## src/rtl/cordic_sequencer.sv

```systemverilog
// cordic_sequencer: multi-cycle CORDIC controller, one micro-rotation per clock.
// Accepts (x, y, z, mode, vectoring) over a valid/ready handshake and returns
// the final (x, y, z) over a second valid/ready handshake.
`timescale 1ns/1ps

module cordic_sequencer #(
   parameter int FIXED_WIDTH = 16,
   parameter int ITERATIONS  = 9
) (
   input  logic                          clk,
   input  logic                          rst_n,
   input  logic                          in_valid,
   output logic                          in_ready,
   input  logic signed [FIXED_WIDTH-1:0] in_x,
   input  logic signed [FIXED_WIDTH-1:0] in_y,
   input  logic signed [FIXED_WIDTH-1:0] in_z,
   input  logic [1:0]                    in_mode,
   input  logic                          in_vectoring,
   output logic                          out_valid,
   input  logic                          out_ready,
   output logic signed [FIXED_WIDTH-1:0] out_x,
   output logic signed [FIXED_WIDTH-1:0] out_y,
   output logic signed [FIXED_WIDTH-1:0] out_z,
   output logic                          out_err
);

   localparam int SW = 4;
   localparam logic [SW-1:0] LAST = SW'(ITERATIONS);

   typedef enum logic [1:0] {IDLE, RUN, DONE} state_t;
   typedef enum logic [1:0] {
      MODE_CIRC = 2'b00,
      MODE_LIN  = 2'b01,
      MODE_HYP  = 2'b10,
      MODE_ILL  = 2'b11
   } mode_t;

   state_t                   state, state_nx;
   logic [SW-1:0]            step;
   logic [SW-1:0]            shift;
   mode_t                    mode_q;
   logic                     vec_q;
   logic signed [FIXED_WIDTH-1:0] x_q, y_q, z_q;
   logic signed [FIXED_WIDTH-1:0] x_s, y_s, angle;
   logic signed [FIXED_WIDTH-1:0] x_nx, y_nx, z_nx;
   logic [15:0]              angle16;
   logic                     sigma_pos;
   logic                     accept;

   assign accept = in_valid && in_ready;

   // State register
   always_ff @(posedge clk or negedge rst_n) begin
      if (!rst_n) state <= IDLE;
      else        state <= state_nx;
   end

   // Next-state logic
   always_comb begin
      state_nx = state;
      case (state)
         IDLE:    if (in_valid)      state_nx = RUN;
         RUN:     if (step == LAST)  state_nx = DONE;
         DONE:    if (out_ready)     state_nx = IDLE;
         default:                    state_nx = IDLE;
      endcase
   end

   // Handshake outputs decoded from state
   always_comb begin
      in_ready  = (state == IDLE);
      out_valid = (state == DONE);
   end

   // Shift schedule: hyperbolic starts at 1 and repeats shift 4 once
   always_comb begin
      shift = step;
      if (mode_q == MODE_HYP)
         shift = (step < SW'(4)) ? step + SW'(1) : step;
   end

   // Angle constant for the current shift, Q2.14
   always_comb begin
      angle16 = 16'd16384 >> shift;
      case (mode_q)
         MODE_CIRC: begin
            case (shift)
               4'd0:    angle16 = 16'd12868;
               4'd1:    angle16 = 16'd7596;
               4'd2:    angle16 = 16'd4014;
               4'd3:    angle16 = 16'd2037;
               4'd4:    angle16 = 16'd1023;
               4'd5:    angle16 = 16'd512;
               4'd6:    angle16 = 16'd256;
               4'd7:    angle16 = 16'd128;
               4'd8:    angle16 = 16'd64;
               default: ;
            endcase
         end
         MODE_HYP: begin
            case (shift)
               4'd1:    angle16 = 16'd9000;
               4'd2:    angle16 = 16'd4185;
               4'd3:    angle16 = 16'd2059;
               4'd4:    angle16 = 16'd1025;
               4'd5:    angle16 = 16'd512;
               4'd6:    angle16 = 16'd256;
               4'd7:    angle16 = 16'd128;
               4'd8:    angle16 = 16'd64;
               default: ;
            endcase
         end
         default: ;
      endcase
      angle = $signed(FIXED_WIDTH'(angle16));
   end

   // Single micro-rotation step; illegal mode leaves the registers untouched
   always_comb begin
      x_s       = x_q >>> shift;
      y_s       = y_q >>> shift;
      sigma_pos = vec_q ? y_q[FIXED_WIDTH-1] : ~z_q[FIXED_WIDTH-1];
      x_nx      = x_q;
      y_nx      = y_q;
      z_nx      = z_q;
      case (mode_q)
         MODE_CIRC: begin
            x_nx = sigma_pos ? x_q - y_s   : x_q + y_s;
            y_nx = sigma_pos ? y_q + x_s   : y_q - x_s;
            z_nx = sigma_pos ? z_q - angle : z_q + angle;
         end
         MODE_LIN: begin
            y_nx = sigma_pos ? y_q + x_s   : y_q - x_s;
            z_nx = sigma_pos ? z_q - angle : z_q + angle;
         end
         MODE_HYP: begin
            x_nx = sigma_pos ? x_q + y_s   : x_q - y_s;
            y_nx = sigma_pos ? y_q + x_s   : y_q - x_s;
            z_nx = sigma_pos ? z_q - angle : z_q + angle;
         end
         default: ;
      endcase
   end

   // Operand latch, iteration registers, step counter and result registers.
   // step == ITERATIONS is a result-transfer cycle, giving ITERATIONS+1 clocks
   // from accept to out_valid.
   always_ff @(posedge clk or negedge rst_n) begin
      if (!rst_n) begin
         x_q     <= '0;
         y_q     <= '0;
         z_q     <= '0;
         mode_q  <= MODE_CIRC;
         vec_q   <= 1'b0;
         step    <= '0;
         out_x   <= '0;
         out_y   <= '0;
         out_z   <= '0;
         out_err <= 1'b0;
      end else if (accept) begin
         x_q     <= in_x;
         y_q     <= in_y;
         z_q     <= in_z;
         mode_q  <= mode_t'(in_mode);
         vec_q   <= in_vectoring;
         step    <= '0;
         out_err <= 1'b0;
      end else if (state == RUN) begin
         if (step != LAST) begin
            x_q  <= x_nx;
            y_q  <= y_nx;
            z_q  <= z_nx;
            step <= step + SW'(1);
         end else if (mode_q == MODE_ILL) begin
            out_x   <= '0;
            out_y   <= '0;
            out_z   <= '0;
            out_err <= 1'b1;
         end else begin
            out_x   <= x_q;
            out_y   <= y_q;
            out_z   <= z_q;
            out_err <= 1'b0;
         end
      end
   end

endmodule

```

## config.mk

```make
export PLATFORM = sky130hd
export DESIGN_NAME = cordic_sequencer
export DESIGN_NICKNAME = d
export VERILOG_FILES = /design/src/rtl/cordic_sequencer.sv
export SDC_FILE = /design/constraint.sdc
export NUM_CORES = 1
export LEC_CHECK = 0
export CORE_MARGIN = 10
export CORE_UTILIZATION = 59
export DETAILED_ROUTE_END_ITERATION = 7
export GPL_TIMING_DRIVEN = 0
export HOLD_SLACK_MARGIN = 0.08
export PLACE_DENSITY = 0.85
export RECOVER_POWER = 50
export SETUP_SLACK_MARGIN = 0.5
export SLEW_MARGIN = 40
export SYNTH_ARGS = -nofsm -noshare
export SYNTH_HDL_FRONTEND = slang
export SYNTH_SLANG_ARGS = --single-unit
```

## constraint.sdc

```tcl
create_clock -name clk -period 6.2 [get_ports clk]
set_input_delay 1.86 -clock clk [delete_from_list [all_inputs] [get_ports clk]]
set_output_delay 1.86 -clock clk [all_outputs]
set_load 0.05 [all_outputs]
```

==> qor.csv, run 1 <==
metric;value;unit
ys_ff_latch;106;
period_needed;5.49;ns
slew-limit-headroom;-77.5;%
place.gp.congestion;1.01;
finalCoreUtilization;72.3;%
worstMarginPinSlew;2.66;ns
synthCells;1326;
worstSetupPathType;reg -> reg;
synth_edf_count;0;
synthArstFlopShare;100;%
place_hpwl;27900;um
first_global_vias;10300;
ant_nets;0;
firstDrtPassIters;7;
grt_pass1_wl;56800;um
synth_fp_nets;1450;
cp-end-kind;flip-flop;
root_buffer;clkbuf_16;
drt_wl_total;36700;um
slowest_delay;0.56;ns
wl_per_cell;21.8;um
clk_pin_slew;0.08;ns
coreArea;0.0167;sq mm
clkSinkCount;106;
cts-buffers-inserted;9;
crit_top_cell;o21ai_0;
die_h;151;um
port_buffers;105;
syn_area;0.0101;sq mm
n_fill_cell;1361;
antenna_found_initial;1;
rsz0062_at_grt;yes;
htreeDepth;3;
viasPerCell;6.45;
synth_ff_type;dfrtp_1;
route.vias.total;10900;
violations;max-capacitance violations, max-slew violations;
dp_cells;1652;
layout.nets;1581;
critPathMaxFanout;8;
clockBufferDepth;2;
status;complete, but fails checks;
drcViolationCount;0;
crit_path_start_kind;flip-flop;
cap_violations;2;
die_w;151;um
critical-path-top-delay-family;compound AO/OA/AOI/OAI gates;
cp_slowest_cell;mux4_2;
ys_seq_area_share;26.3;%
drive_gt1_share;8.14;%
cts_tree;built;
finalSetupViolations;0;
fp-row-count;47;
finalMaxSlewViolations;109;
path_buf_inv;2;
netlist_top_cells_area;dfrtp_1, nand2_1, ha_1;
skew;0.0122;ns
yosys.area.top_type;dfrtp_1;
die_area;0.0227;sq mm
grt_max_degree;63;
layout_worst_path_cycle_share;88.5;%
stdcell_count;1683;
hold_viol;0;
final-seq-area;0.00266;sq mm
ios;106;
synth_cell_type_count;84;
hp-class;reg -> reg;
area_delta_synth_final;19.7;%
multiInputGateArea;0.00708;sq mm
max_freq;182;MHz
crit_chain;inv_1 -> ha_1 -> buf_4 -> mux2_2 -> mux4_2 -> nand2_1 -> o21ai_0 -> o22ai_2 -> ha_1 -> nand2_1 -> o21ai_0 -> ha_1 -> a21oi_1 -> o21ai_1 -> o41ai_2 -> o21ai_0 -> nor4_1 -> nor3_1 -> a31oi_1 -> o21ai_0 -> xnor2_1 -> a21oi_1;
synth_warnings;0;
worstPathRequired;6.43;ns
grt.total_usage;31.6;%
whs;0.479;ns
clkLatencyLatePin;0.37;ns
syn_area_per_cell;7.61;sq um
yosysTopAreaCellShare;26.3;%
arrival;5.71;ns
initial_utilization;60.4;%
drtIter0Drc;1436;
overflow;0;
cell usage after synthesis, types with 6 or more instances:
| cell | instances |
|---|---|
| inv_1 | 41 |
| xnor2_1 | 48 |
| clkbuf_1 | 65 |
| ha_1 | 65 |
| a31oi_1 | 29 |
| buf_2 | 7 |
| nand2b_1 | 6 |
| a21o_1 | 12 |
| mux4_2 | 9 |
| buf_1 | 8 |
| o21a_1 | 7 |
| mux2_2 | 14 |
| mux2i_1 | 44 |
| and3_1 | 10 |
| dfrtp_1 | 106 |
| o21ai_0 | 128 |
| o211ai_1 | 10 |
| nor2_1 | 113 |
| nor3_1 | 27 |
| o41ai_1 | 6 |
| nor2b_1 | 11 |
| nand2_1 | 265 |
| o22ai_1 | 10 |
| a21oi_1 | 95 |
| xor2_1 | 27 |
| nand3_1 | 26 |
| o31ai_1 | 6 |
| a211oi_1 | 7 |
| or2_2 | 9 |
registers in the layout, summed over array words and instances (netlist names), 2 cells and up:
register,cells
out_y,16
x_q,16
state,2
z_q,16
out_x,16
out_z,16
mode_q,2
step,4
y_q,16
worst paths after layout:
| check | cells after the start | slack, ns | start | endpoint |
|---|---|---|---|---|
| worst max register to register | 22 | 0.71 | step[1] | y_q[15] |
| max in group asynchronous | 2 | 1.18 | rst_n | mode_q[1] |
| min in group asynchronous | 1 | 2.31 | rst_n | out_err |
| worst min-delay path | 2 | 0.48 | out_z[15] | out_z[15] |
| worst min register to register | 2 | 0.48 | out_z[15] | out_z[15] |
| worst max-delay path | 22 | 0.71 | step[1] | y_q[15] |
stage by stage:
stage	TNS [ns]	cell area [sq um]	setup WS (ns)
after floorplan	0	10100	0.993
after global placement	-93.94	11400	-0.897
after detailed placement	-0.275	11500	-0.275
after CTS	0	11800	0.464
after global routing	0	12100	0.449
final	0	12100	0.711
logic make-up after synthesis:
family          share of synthesized area (%)
mux                                      7.93
flops                                    26.3
simple gates                             22.1
xor+xnor                                 6.94
buf+inv                                  5.18
compound gates                           22.7
fa+ha+maj                                8.85
area by class of cell:
| class | count | area share, % |
|---|---|---|
| multi-input cells | 1091 | 58.6 |
| flip-flops and latches | 106 | 22.0 |
| repair buffers | 120 | 9.66 |
| plain buffers | 85 | 3.37 |
| well taps | 220 | 2.28 |
| clock buffers | 10 | 1.90 |
| inverters | 44 | 1.40 |
| clock inverters | 6 | 0.808 |
| diodes | 1 | 0.0207 |
layer usage:
metal	wire, um	global-route usage, %	part of all wire [%]	up-vias
met4	1690	13.1	4.6	0
met1	14600	41.3	40	5109
met3	3580	5.25	9.8	131
met5	0	0	0	-
met2	16800	50.8	46	657
li1	-	-	-	4956
cells in the final DEF, fill, tap and decap left out, drive strengths merged, types with 6 or more instances in the layout:
master,count
a211oi,9
o22ai,11
inv,42
nor3,28
or2,10
o221ai,6
buf,30
and3,10
nand2b,6
nor2,113
o21ai,131
mux4,9
mux2,14
xnor2,50
xor2,27
o21a,7
clkbuf,81
nor2b,11
o31ai,6
a21o,12
clkdlybuf4s50,104
o211ai,10
nand3,26
nand2,265
mux2i,44
o41ai,7
dfrtp,106
a31oi,29
ha,65
a21oi,95
tightest hold or removal path: cells and delay by family, from the launching register on:
family / cells / cell delay [ns]
flip-flops: 1 / 0.35
AO/OA/AOI/OAI: 1 / 0.06
AND/OR/NAND/NOR: 1 / 0.04
what timing repair did:
item	4_1_cts	5_1_grt
gates resized for setup	10	51
pin swaps	1	3
hold buffers	0	0
endpoints found under the setup margin	10	16
setup buffers	1	13
Power of run 1 is left out: the tool's default activity adds up to more than one toggle a clock period on the data nets, which glitch-free logic cannot reach.
==> run 2: changes to the inputs <==
--- a/config.mk
+++ b/config.mk
@@ -5,7 +5,6 @@
 export SDC_FILE = /design/constraint.sdc
 export NUM_CORES = 1
 export LEC_CHECK = 0
-export CORE_MARGIN = 10
 export CORE_UTILIZATION = 59
 export DETAILED_ROUTE_END_ITERATION = 7
 export GPL_TIMING_DRIVEN = 0
==> qor.csv, run 2 (same netlist as run 1, synthesis figures left out) <==
metric;value;unit;change
grt_max_degree;62;;-1.6%
drtIter0Drc;1409;;-1.9%
drt_wl_total;35400;um;-3.3%
layout_worst_path_cycle_share;88.3;%;-0.23 points
worstSetupPathType;reg -> reg;;
fp-row-count;47;;unchanged
coreArea;0.0166;sq mm;-0.35%
period_needed;5.48;ns;-0.0142 ns
root_buffer;clkbuf_16;;
stdcell_count;1677;;-0.36%
rr_endpoint;x_q[14];;
hold_depth;2;;unchanged
tns;0;ns;unchanged
drcViolationCount;0;;unchanged
layout_common_cells;nand2_1, o21ai_0, nor2_1, clkdlybuf4s50_1, dfrtp_1;;
worstHoldStart;out_z[7];;
place.gp.congestion;1.06;;+4.3%
die_w;133;um;-12%
clkSinkCount;106;;unchanged
max_freq;183;MHz;+0.26%
antenna_cells;0;;-1
antenna_found_initial;0;;-1
critPathMaxFanout;10;;+2
cap_violations;2;;unchanged
htreeDepth;3;;unchanged
ant_nets;0;;unchanged
dp_slack;-0.403;ns;-0.127 ns
finalSetupViolations;0;;unchanged
clockBufferDepth;2;;unchanged
viasPerCell;6.52;;+1.1%
hold_viol;0;;unchanged
hp-class;reg -> reg;;
finalMaxSlewViolations;109;;unchanged
ios;106;;unchanged
worstMarginPinSlew;2.69;ns;+0.0281 ns
rsz0062_at_grt;no;;
final_common_cell;nand2_1;;
skew;0.00767;ns;-0.00454 ns
grt_pass1_wl;54800;um;-3.5%
r2r_slack;0.72;ns;about the same
cts_tree;built;;
status;complete, but fails checks;;
clk_pin_slew;0.08;ns;about the same
die_h;133;um;-12%
slew-limit-headroom;-79.4;%;-1.9 points
cp-end-kind;flip-flop;;
port_buffers;105;;unchanged
layout.nets;1576;;-0.32%
overflow;0;;unchanged
firstDrtPassIters;6;;-1
wl_per_cell;21.1;um;-3.0%
setup_ws;0.725;ns;+0.0142 ns
cts-buffers-inserted;9;;unchanged
place_hpwl;26800;um;-3.7%
clkLatencyLatePin;0.38;ns;about the same
cts_hold_buffers;0;;unchanged
arrival;5.79;ns;+0.08 ns
drive_gt1_share;7.82;%;-0.32 points
route.vias.total;10900;;+0.73%
violations;max-capacitance violations, max-slew violations;;
crit_path_start_kind;flip-flop;;
die_area;0.0176;sq mm;-22%
worstPathRequired;6.51;ns;+0.08 ns
hold_end;out_z[7];;
dp_cells;1652;;unchanged
r2r_start;mode_q[0];;
initial_utilization;60.6;%;+0.21 points
first_global_vias;10200;;-1.3%
finalCoreUtilization;72.0;%;-0.30 points
r2r_cells;21;;-4.5%
area_delta_synth_final;18.8;%;
grt.total_usage;40.1;%;+8.6 points
run 2: changes by cell type in the layout (fill, tap and decap cells not counted), moves of 2 or more:
| cell | previous run | this run |
|---|---|---|
| clkinvlp_4 | 1 | 3 |
| xnor2_2 | 1 | 3 |
| buf_4 | 15 | 11 |
| bufinv_16 | 2 | 0 |
run 2: worst max path at each step:
stage / endpoint / cells past startpoint / from
2_1_floorplan: x_q[14] / 23 / step[0]
5_1_grt: mode_q[1] / 2 / rst_n
6_report: x_q[14] / 21 / mode_q[0]
3_3_place_gp: out_y[7] / 1 / rst_n
3_5_place_dp: x_q[14] / 24 / step[1]
4_1_cts: x_q[14] / 20 / mode_q[1]
run 2: layout make-up:
| class | count | area (sq um) |
|---|---|---|
| Clock inverter | 6 | 60.1 |
| Fill cell | 1376 | 4660 |
| Timing Repair Buffer | 115 | 1120 |
| Buffer | 85 | 397 |
| Clock buffer | 10 | 239 |
| Sequential cell | 106 | 2660 |
| Tap cell | 220 | 275 |
| Multi-Input combinational cell | 1091 | 7070 |
| Inverter | 44 | 169 |
run 2: through the flow:
| stage | instance area, sq um | hold WS [ns] |
|---|---|---|
| 3_5_place_dp | 11500 | 0.469 |
| 4_1_cts | 11800 | 0.487 |
| 3_3_place_gp | 11400 | 0.460 |
| 2_1_floorplan | 10100 | 0.498 |
| 6_report | 12000 | 0.482 |
| 5_1_grt | 12000 | 0.506 |
run 2: metal layers:
layer | up-vias | routed length [um] | part of all wire [%] | track usage, %
met2 | 601 | 16100 | 45 | 63.0
met5 | - | 0 | 0 | 0
met3 | 147 | 3280 | 9.3 | 6.28
met1 | 5248 | 14100 | 40 | 53.2
li1 | 4936 | - | - | -
met4 | 0 | 1950 | 5.5 | 21.6
run 2: timing repair:
action | CTS | global route
gates cloned | 0 | 0
setup endpoints to repair | 11 | 13
pin swaps | 0 | 3
gates resized for setup | 16 | 35
setup buffers | 0 | 9
run 2: critical path, cell delays in order (launching register included):
cell	delay, ns
dfrtp_1	0.41
nor4b_2	0.30
buf_6	0.24
xnor2_4	0.22
buf_6	0.24
clkbuf_4	0.27
mux2i_1	0.28
mux2i_1	0.15
mux2i_1	0.27
a21oi_2	0.12
ha_1	0.24
fa_1	0.39
a21o_1	0.19
a21o_1	0.18
a211o_1	0.30
a21oi_1	0.22
o21ai_0	0.18
a41oi_1	0.34
a21oi_1	0.14
xnor2_1	0.16
a2111oi_2	0.36
a221o_1	0.16
Power of run 2 is left out for the same reason.
==> run 3: changes to the inputs <==
--- a/config.mk
+++ b/config.mk
@@ -12,7 +12,6 @@
 export PLACE_DENSITY = 0.85
 export RECOVER_POWER = 50
 export SETUP_SLACK_MARGIN = 0.5
-export SLEW_MARGIN = 40
 export SYNTH_ARGS = -nofsm -noshare
 export SYNTH_HDL_FRONTEND = slang
 export SYNTH_SLANG_ARGS = --single-unit
==> qor.csv, run 3 (same netlist as run 1, synthesis figures left out) <==
metric;value;unit;change
critPathMaxFanout;10;;unchanged
placed_area;0.0114;sq mm;-0.23%
clkSinkCount;106;;unchanged
cts_hold_buffers;0;;unchanged
drcViolationCount;0;;unchanged
slew-limit-headroom;-78.6;%;+0.79 points
port_buffers;105;;unchanged
drive_gt1_share;7.81;%;-0.016 points
n_fill_cell;1374;;-0.15%
final_common_cell;nand2_1;;
max_freq;182;MHz;-0.22%
die_h;133;um;unchanged
grt.total_usage;40.0;%;-0.18 points
grt_pass1_wl;54900;um;about the same
cts-buffers-inserted;9;;unchanged
place_hpwl;26800;um;-0.19%
worstPathRequired;6.51;ns;about the same
clkLatencyLatePin;0.37;ns;about the same
initial_utilization;60.6;%;unchanged
layout_common_cells;nand2_1, o21ai_0, nor2_1, dfrtp_1, clkdlybuf4s50_1;;
drt_wl_total;35500;um;+0.13%
worstHoldStart;out_z[5];;
rr_endpoint;x_q[14];;
area_delta_synth_final;18.7;%;about the same
place.gp.congestion;1.06;;unchanged
multiInputGateArea;0.00705;sq mm;-0.28%
hp-class;reg -> reg;;
firstDrtPassIters;7;;+1
r2r_slack;0.71;ns;about the same
period_needed;5.49;ns;+0.0118 ns
hold_viol;0;;unchanged
r2r_cells;24;;+14%
overflow;0;;unchanged
die_w;133;um;unchanged
violations;max-capacitance violations, max-slew violations;;
htreeDepth;3;;unchanged
final-seq-area;0.00265;sq mm;about the same
root_buffer;clkbuf_16;;
skew;0.00996;ns;+0.00229 ns
arrival;5.80;ns;about the same
clockBufferDepth;2;;unchanged
layout.nets;1579;;+0.19%
ant_nets;0;;unchanged
route.vias.total;10900;;-0.36%
layout_worst_path_cycle_share;88.5;%;+0.19 points
coreArea;0.0166;sq mm;unchanged
first_global_vias;10200;;+0.39%
cts_tree;built;;
worstSetupPathType;reg -> reg;;
fp-row-count;47;;unchanged
stdcell_area;0.0120;sq mm;about the same
r2r_start;step[1];;
worstMarginPinSlew;2.68;ns;-0.0118 ns
finalSetupViolations;0;;unchanged
crit_path_start_kind;flip-flop;;
wl_per_cell;21.1;um;about the same
ios;106;;unchanged
status;complete, but fails checks;;
rsz0062_at_grt;no;;
drtIter0Drc;1320;;-6.3%
finalMaxSlewViolations;109;;unchanged
grt_max_degree;62;;unchanged
antenna_found_initial;0;;unchanged
clk_pin_slew;0.08;ns;about the same
cap_violations;2;;unchanged
hold_depth;2;;unchanged
antenna_cells;0;;unchanged
hold_end;out_z[5];;
viasPerCell;6.48;;-0.53%
die_area;0.0176;sq mm;unchanged
cp-end-kind;flip-flop;;
run 3: cell types whose count changed in the layout (fill, tap and decap cells not counted), sizes merged:
cell	delta
clkbuf	+1
clkinv	+1
clkinvlp	-1
buf	+2
run 3: area by class of cell:
cell class                      instances  share of cell area (%)
Multi-Input combinational cell       1091                    58.9
Sequential cell                       106                    22.2
Timing Repair Buffer                  118                    9.51
Buffer                                 85                    3.32
Tap cell                              220                    2.30
Clock buffer                           10                    1.91
Inverter                               44                    1.44
Clock inverter                          6                   0.480
run 3: timing repair:
item	CTS	global route
endpoints found under the setup margin	10	14
pin swaps	0	7
setup buffers	0	12
resized for setup	14	39
run 3: worst max path at each step:
| stage | startpoint | endpoint | slack [ns] | depth (start not counted) |
|---|---|---|---|---|
| finish | step[1] | x_q[14] | 0.71 | 24 |
| global route | step[1] | z_q[15] | 0.53 | 22 |
| CTS | mode_q[1] | x_q[14] | 0.44 | 23 |
| detailed placement | step[1] | x_q[14] | -0.39 | 24 |
| global placement | rst_n | out_y[7] | -0.86 | 1 |
| floorplan | step[0] | x_q[14] | 0.99 | 23 |
run 3: metrics by stage:
stage          cells  TNS [ns]  utilization, %  hold slack [ns]  worst slack, ns
5_1_grt         1680         0            72.0            0.509            0.530
3_3_place_gp    1651    -90.27            68.6            0.460           -0.858
6_report        1680         0            72.0            0.480            0.713
3_5_place_dp    1652    -0.408            68.8            0.470           -0.388
4_1_cts         1668         0            70.8            0.488            0.438
2_1_floorplan   1326         0               -            0.498            0.993
run 3: metal layers:
metal	global-route usage [%]	routed length, um
met2	64.7	16300
met5	0	0
met1	52.5	13800
met4	17.9	1700
met3	6.48	3690
run 3: critical path, cell delays in order (launching register included):
cell	delay, ns
dfrtp_2	0.44
clkinvlp_4	0.13
ha_1	0.30
clkbuf_4	0.22
clkinvlp_4	0.14
mux2i_4	0.26
buf_8	0.21
buf_4	0.21
mux2i_1	0.26
nand2_1	0.07
and3_1	0.20
a21oi_2	0.16
ha_1	0.21
inv_1	0.06
fa_1	0.38
nor2b_1	0.16
o21ai_1	0.16
a21oi_1	0.13
o41a_1	0.41
a2111oi_4	0.38
o41ai_1	0.16
xnor2_1	0.16
nor2_1	0.07
a2111oi_2	0.37
a221o_1	0.16
Power of run 3 is left out for the same reason.
==> variant 1 (config.mk and constraints of run 1) <==
Register the output `out_err` once more, with the module's reset; this adds one clock of latency there. The other outputs are not delayed to match.
--- a/src/rtl/cordic_sequencer.sv
+++ b/src/rtl/cordic_sequencer.sv
@@ -36,2 +36,4 @@
    } mode_t;
+
+   logic out_err_s0;
 
@@ -158,3 +160,3 @@
          out_z   <= '0;
-         out_err <= 1'b0;
+         out_err_s0 <= 1'b0;
       end else if (accept) begin
@@ -166,3 +168,3 @@
          step    <= '0;
-         out_err <= 1'b0;
+         out_err_s0 <= 1'b0;
       end else if (state == RUN) begin
@@ -177,3 +179,3 @@
             out_z   <= '0;
-            out_err <= 1'b1;
+            out_err_s0 <= 1'b1;
          end else begin
@@ -182,4 +184,12 @@
             out_z   <= z_q;
-            out_err <= 1'b0;
+            out_err_s0 <= 1'b0;
          end
+      end
+   end
+
+   always_ff @(posedge clk or negedge rst_n) begin
+      if (!rst_n) begin
+         out_err <= '0;
+      end else begin
+         out_err <= out_err_s0;
       end
Formal check against the unedited RTL: no difference found for any inputs over 10 cycles, from zero or initial values and one cycle with rst_n low; that may be too few to reach the edited logic, so the function may still have changed.
==> variant 1 against run 1 <==
The run still ends with max-capacitance violations, max-slew violations left; area after synthesis rose by 0.25%; setup slack got worse by 0.048 ns; hold slack worse by 0.094 ns; wire length down 2.2%; count of clock-buffer cells in the layout stayed put; global-route usage shrank 0.21 points; final area is 1.1% lower; sequential cell count grew 1; critical endpoint is now x_q[14]; highest routed layer unchanged.
Power is not shown: default switching activity piles up to over one toggle a cycle in this logic, so the estimate is an artifact.
==> variant 1: results (changes against run 1) <==
slowest CP cell=dfrtp_1 (was mux4_2); crit path max fanout=10 (was 8); vias in the first global route=10400 (was 10300); 1st-pass router iterations=5 (was 7); sequential cell area share=22.4% (was 22.0%); Compound-Gate Fraction of Synth Area=22.6% (was 22.7%); reg2reg path depth=21 (was 22); outcome=finished with violations (unchanged); ratio of cells with drive above 1 in the final layout=7.50% (was 8.14%); Post-DP HPWL=27.6 mm (was 27.9 mm); initial antenna violation count=0 (was 1); met3 WL=3.56 mm (was 3.58 mm); post-synthesis sequential area ratio=26.5% (was 26.3%); Data buffer area share=12.4% (was 13.0%); Worst Skew=0.00737 ns (was 0.0122 ns); Global Route Usage Sum=31.4% (was 31.6%); Synth Cell Area=10100 um2 (about the same); top-area cell type share of the netlist area=26.5% (was 26.3%); Synth Area in XOR/XNOR=6.93% (was 6.94%); Post-synth top cells=nand2_1 (265), o21ai_0 (128), nor2_1 (113), dfrtp_1 (107), a21oi_1 (95) (was nand2_1 (265), o21ai_0 (128), nor2_1 (113), dfrtp_1 (106), a21oi_1 (95)); post-synthesis adder-cell area fraction=8.83% (was 8.85%); maxcap violations=2 (unchanged); final antenna diode count=0 (was 1); Worst-Margin Slew=2.61 ns (was 2.66 ns); ClkCell Share=2.40% (was 2.70%); DR vias/cell=6.45 (about the same); CP max stage delay=0.46 ns (was 0.56 ns); crit path DAT=5.84 ns (was 5.71 ns); fin. max-slew vios=110 (was 109); clk sinks=107 (was 106); non-filler cells, final=1674 (was 1683); Syn Nets=1451 (was 1450); RePlAce Congestion=1.00 (was 1.01); multi-input logic area=7060 um2 (was 7080 um2); Iter 0 DRT Violations=1471 (was 1436); met1 GRT Util=41.1% (was 41.3%); Avg Cell Area, Syn=7.62 um2 (was 7.61 um2); Synth area leaders=dfrtp_1 (26%), nand2_1 (9.8%), ha_1 (8.0%) (was dfrtp_1 (26%), nand2_1 (9.9%), ha_1 (8.1%)); violated checks=max-capacitance violations, max-slew violations (unchanged); cts repair resizes=13 (was 10); met3 Resource Use GR=5.58% (was 5.25%); first-pass GRT wire length=56.8 mm (about the same); M2 GR Usage=50.4% (was 50.8%)
## variant 1: path summary, 6_finish.rpt
kind                       slack (ns)       start        end
setup / recovery                 0.66     step[2]    x_q[14]
setup reg to reg                 0.66     step[2]    x_q[14]
min in group asynchronous        2.30       rst_n   out_x[9]
hold / removal                   0.38  out_err_s0    out_err
max in group asynchronous        1.18       rst_n  mode_q[1]
hold reg to reg                  0.38  out_err_s0    out_err
## variant 1: through the flow
step	hold slack [ns]	setup TNS (ns)	setup slack [ns]	cell area, um2
after floorplan	0.354	0	0.993	10100
after global placement	0.363	-92.28	-0.872	11400
after detailed placement	0.371	-0.299	-0.299	11500
after CTS	0.388	0	0.513	11800
after global routing	0.396	0	0.416	11900
final	0.385	0	0.663	11900
==> variant 2 (settings of run 1) <==
Made on the original files. `SW`: 4 -> 5.
--- a/src/rtl/cordic_sequencer.sv
+++ b/src/rtl/cordic_sequencer.sv
@@ -26,3 +26,3 @@
 
-   localparam int SW = 4;
+   localparam int SW = 5;
    localparam logic [SW-1:0] LAST = SW'(ITERATIONS);
Behaviour: no difference found for any inputs over 10 cycles, from zero or initial values and one cycle with rst_n low; that may be too few to reach the edited logic, so the function may still have changed.
==> variant 2 against run 1 <==
The flow still finishes with violations (max-capacitance violations, max-slew violations); wire length up 14%; final area up 5.3%; die area up 3.8%; area after synthesis up 4.4%; sequential cell count up 1; setup slack worse by 0.088 ns; core utilization up 0.73 points; clock skew up 0.0052 ns; via count up 9.7%; largest cell class unchanged.
Power is not shown: default switching activity piles up to over one toggle a cycle in this logic, so the estimate is an artifact.
==> variant 2: results (changes against run 1) <==
outcome=finished with violations (unchanged); violated checks=max-capacitance violations, max-slew violations (unchanged); fin. max-slew vios=110 (was 109); initial antenna violation count=0 (was 1); first-pass GRT wire length=63.3 mm (was 56.8 mm); Worst-Skew Late Latency=0.38 ns; maxcap violations=2 (unchanged); crit path max fanout=10 (was 8); Syn Nets=1531 (was 1450); Worst Skew=0.0175 ns (was 0.0122 ns); Hold Path Origin=out_y[9] (was out_z[15]); Distinct cells, synth=92 (was 84); vias in the first global route=11100 (was 10300); Crit path max-delay family=simple AND/OR/NAND/NOR gates (was compound AO/OA/AOI/OAI gates); Compound-Gate Fraction of Synth Area=26.3% (was 22.7%); reg2reg path depth=25 (was 22); vias=11900 (was 10900); RePlAce Congestion=1.01 (about the same); Post-synth top cells=nand2_1 (267), a21oi_1 (125), nor2_1 (125), o21ai_0 (117), dfrtp_1 (107) (was nand2_1 (265), o21ai_0 (128), nor2_1 (113), dfrtp_1 (106), a21oi_1 (95)); FF-to-FF Start=mode_q[0] (was step[1]); largest net degree at the start of global routing=70 (was 63); Synth Area in XOR/XNOR=5.89% (was 6.94%); Avg Cell Area, Syn=7.49 um2 (was 7.61 um2); Synth area leaders=dfrtp_1 (25%), nand2_1 (9.5%), ha_1 (7.7%) (was dfrtp_1 (26%), nand2_1 (9.9%), ha_1 (8.1%)); CTS buffer count=9 (unchanged); ratio of cells with drive above 1 in the final layout=12.2% (was 8.14%); instance area at placement=11900 um2 (was 11500 um2); reg-to-reg slack, setup=0.62 ns (was 0.71 ns); routed length on met1=16.6 mm (was 14.6 mm); met3 Resource Use GR=9.01% (was 5.25%); met2 routed WL=17.9 mm (was 16.8 mm); mux share of post-synthesis cell area=4.67% (was 7.93%); CP max stage delay=0.52 ns (was 0.56 ns); Setup crit end=z_q[15] (was y_q[15]); WL final=41.6 mm (was 36.7 mm); DR vias/cell=6.70 (was 6.45); Setup Fix Bufs, Post-CTS=2 (was 1); crit path DAT=5.85 ns (was 5.71 ns); pre-CTS setup slack=-0.723 ns (was -0.275 ns); Post-DP HPWL=31.5 mm (was 27.9 mm); M2 GR Usage=49.1% (was 50.8%); Global Route Usage Sum=33.2% (was 31.6%); fin crit share=90.0% (was 88.5%); Worst-path clk slew=0.10 ns (was 0.08 ns); final antenna diode count=0 (was 1); Worst-Margin Slew=2.42 ns (was 2.66 ns); Iter 0 DRT Violations=1672 (was 1436); post-synthesis adder-cell area fraction=8.48% (was 8.85%); cts repair resizes=26 (was 10); met1 GRT Util=45.2% (was 41.3%)
==> variant 2: cell count changes after synthesis, moves of 7 or more <==
cell and delta:
o21ai_0 -11, a22oi_1 +9, buf_2 +10, mux2i_1 -23
a21oi_1 +30, mux2_2 -10, inv_1 +9, nand2b_1 +22
a211oi_1 +19, nor2_1 +12, a21o_1 +7, nand3_1 -7
==> variant 2: cell type report <==
| cell class | count | area [um2] |
|---|---|---|
| Fill cell | 1450 | 4690 |
| Sequential cell | 107 | 2680 |
| Clock buffer | 9 | 225 |
| Timing Repair Buffer | 129 | 1220 |
| Tap cell | 225 | 282 |
| Buffer | 90 | 453 |
| Clock inverter | 7 | 91.3 |
| Inverter | 52 | 200 |
| Multi-Input combinational cell | 1158 | 7570 |
==> variant 2: worst register-to-register path, cell delays in order (launching register included) <==
cell and delay (ns):
dfrtp_1 0.48, or3b_1 0.44, buf_6 0.16, buf_6 0.15, nor2_4 0.18, mux4_2 0.52, nand3_1 0.10, a21oi_1 0.10
or2_2 0.34, inv_1 0.06, ha_1 0.16, inv_1 0.04, or2_2 0.34, o21ai_2 0.15, xor2_1 0.09, ha_2 0.35
or3_1 0.10, o21ai_0 0.10, a21oi_2 0.20, a211oi_2 0.09, or3_4 0.40, o21a_1 0.23, o21ai_2 0.13, xnor2_1 0.14
mux2i_1 0.13, a221o_1 0.28
==> variant 2: worst min path at each step <==
| stage | slack [ns] | cells past startpoint | endpoint |
|---|---|---|---|
| global placement | 0.46 | 2 | out_z[1] |
| CTS | 0.49 | 2 | out_z[10] |
| detailed placement | 0.47 | 2 | out_z[10] |
| finish | 0.48 | 2 | out_y[9] |
| floorplan | 0.50 | 2 | out_z[0] |
| global route | 0.51 | 2 | out_x[9] |
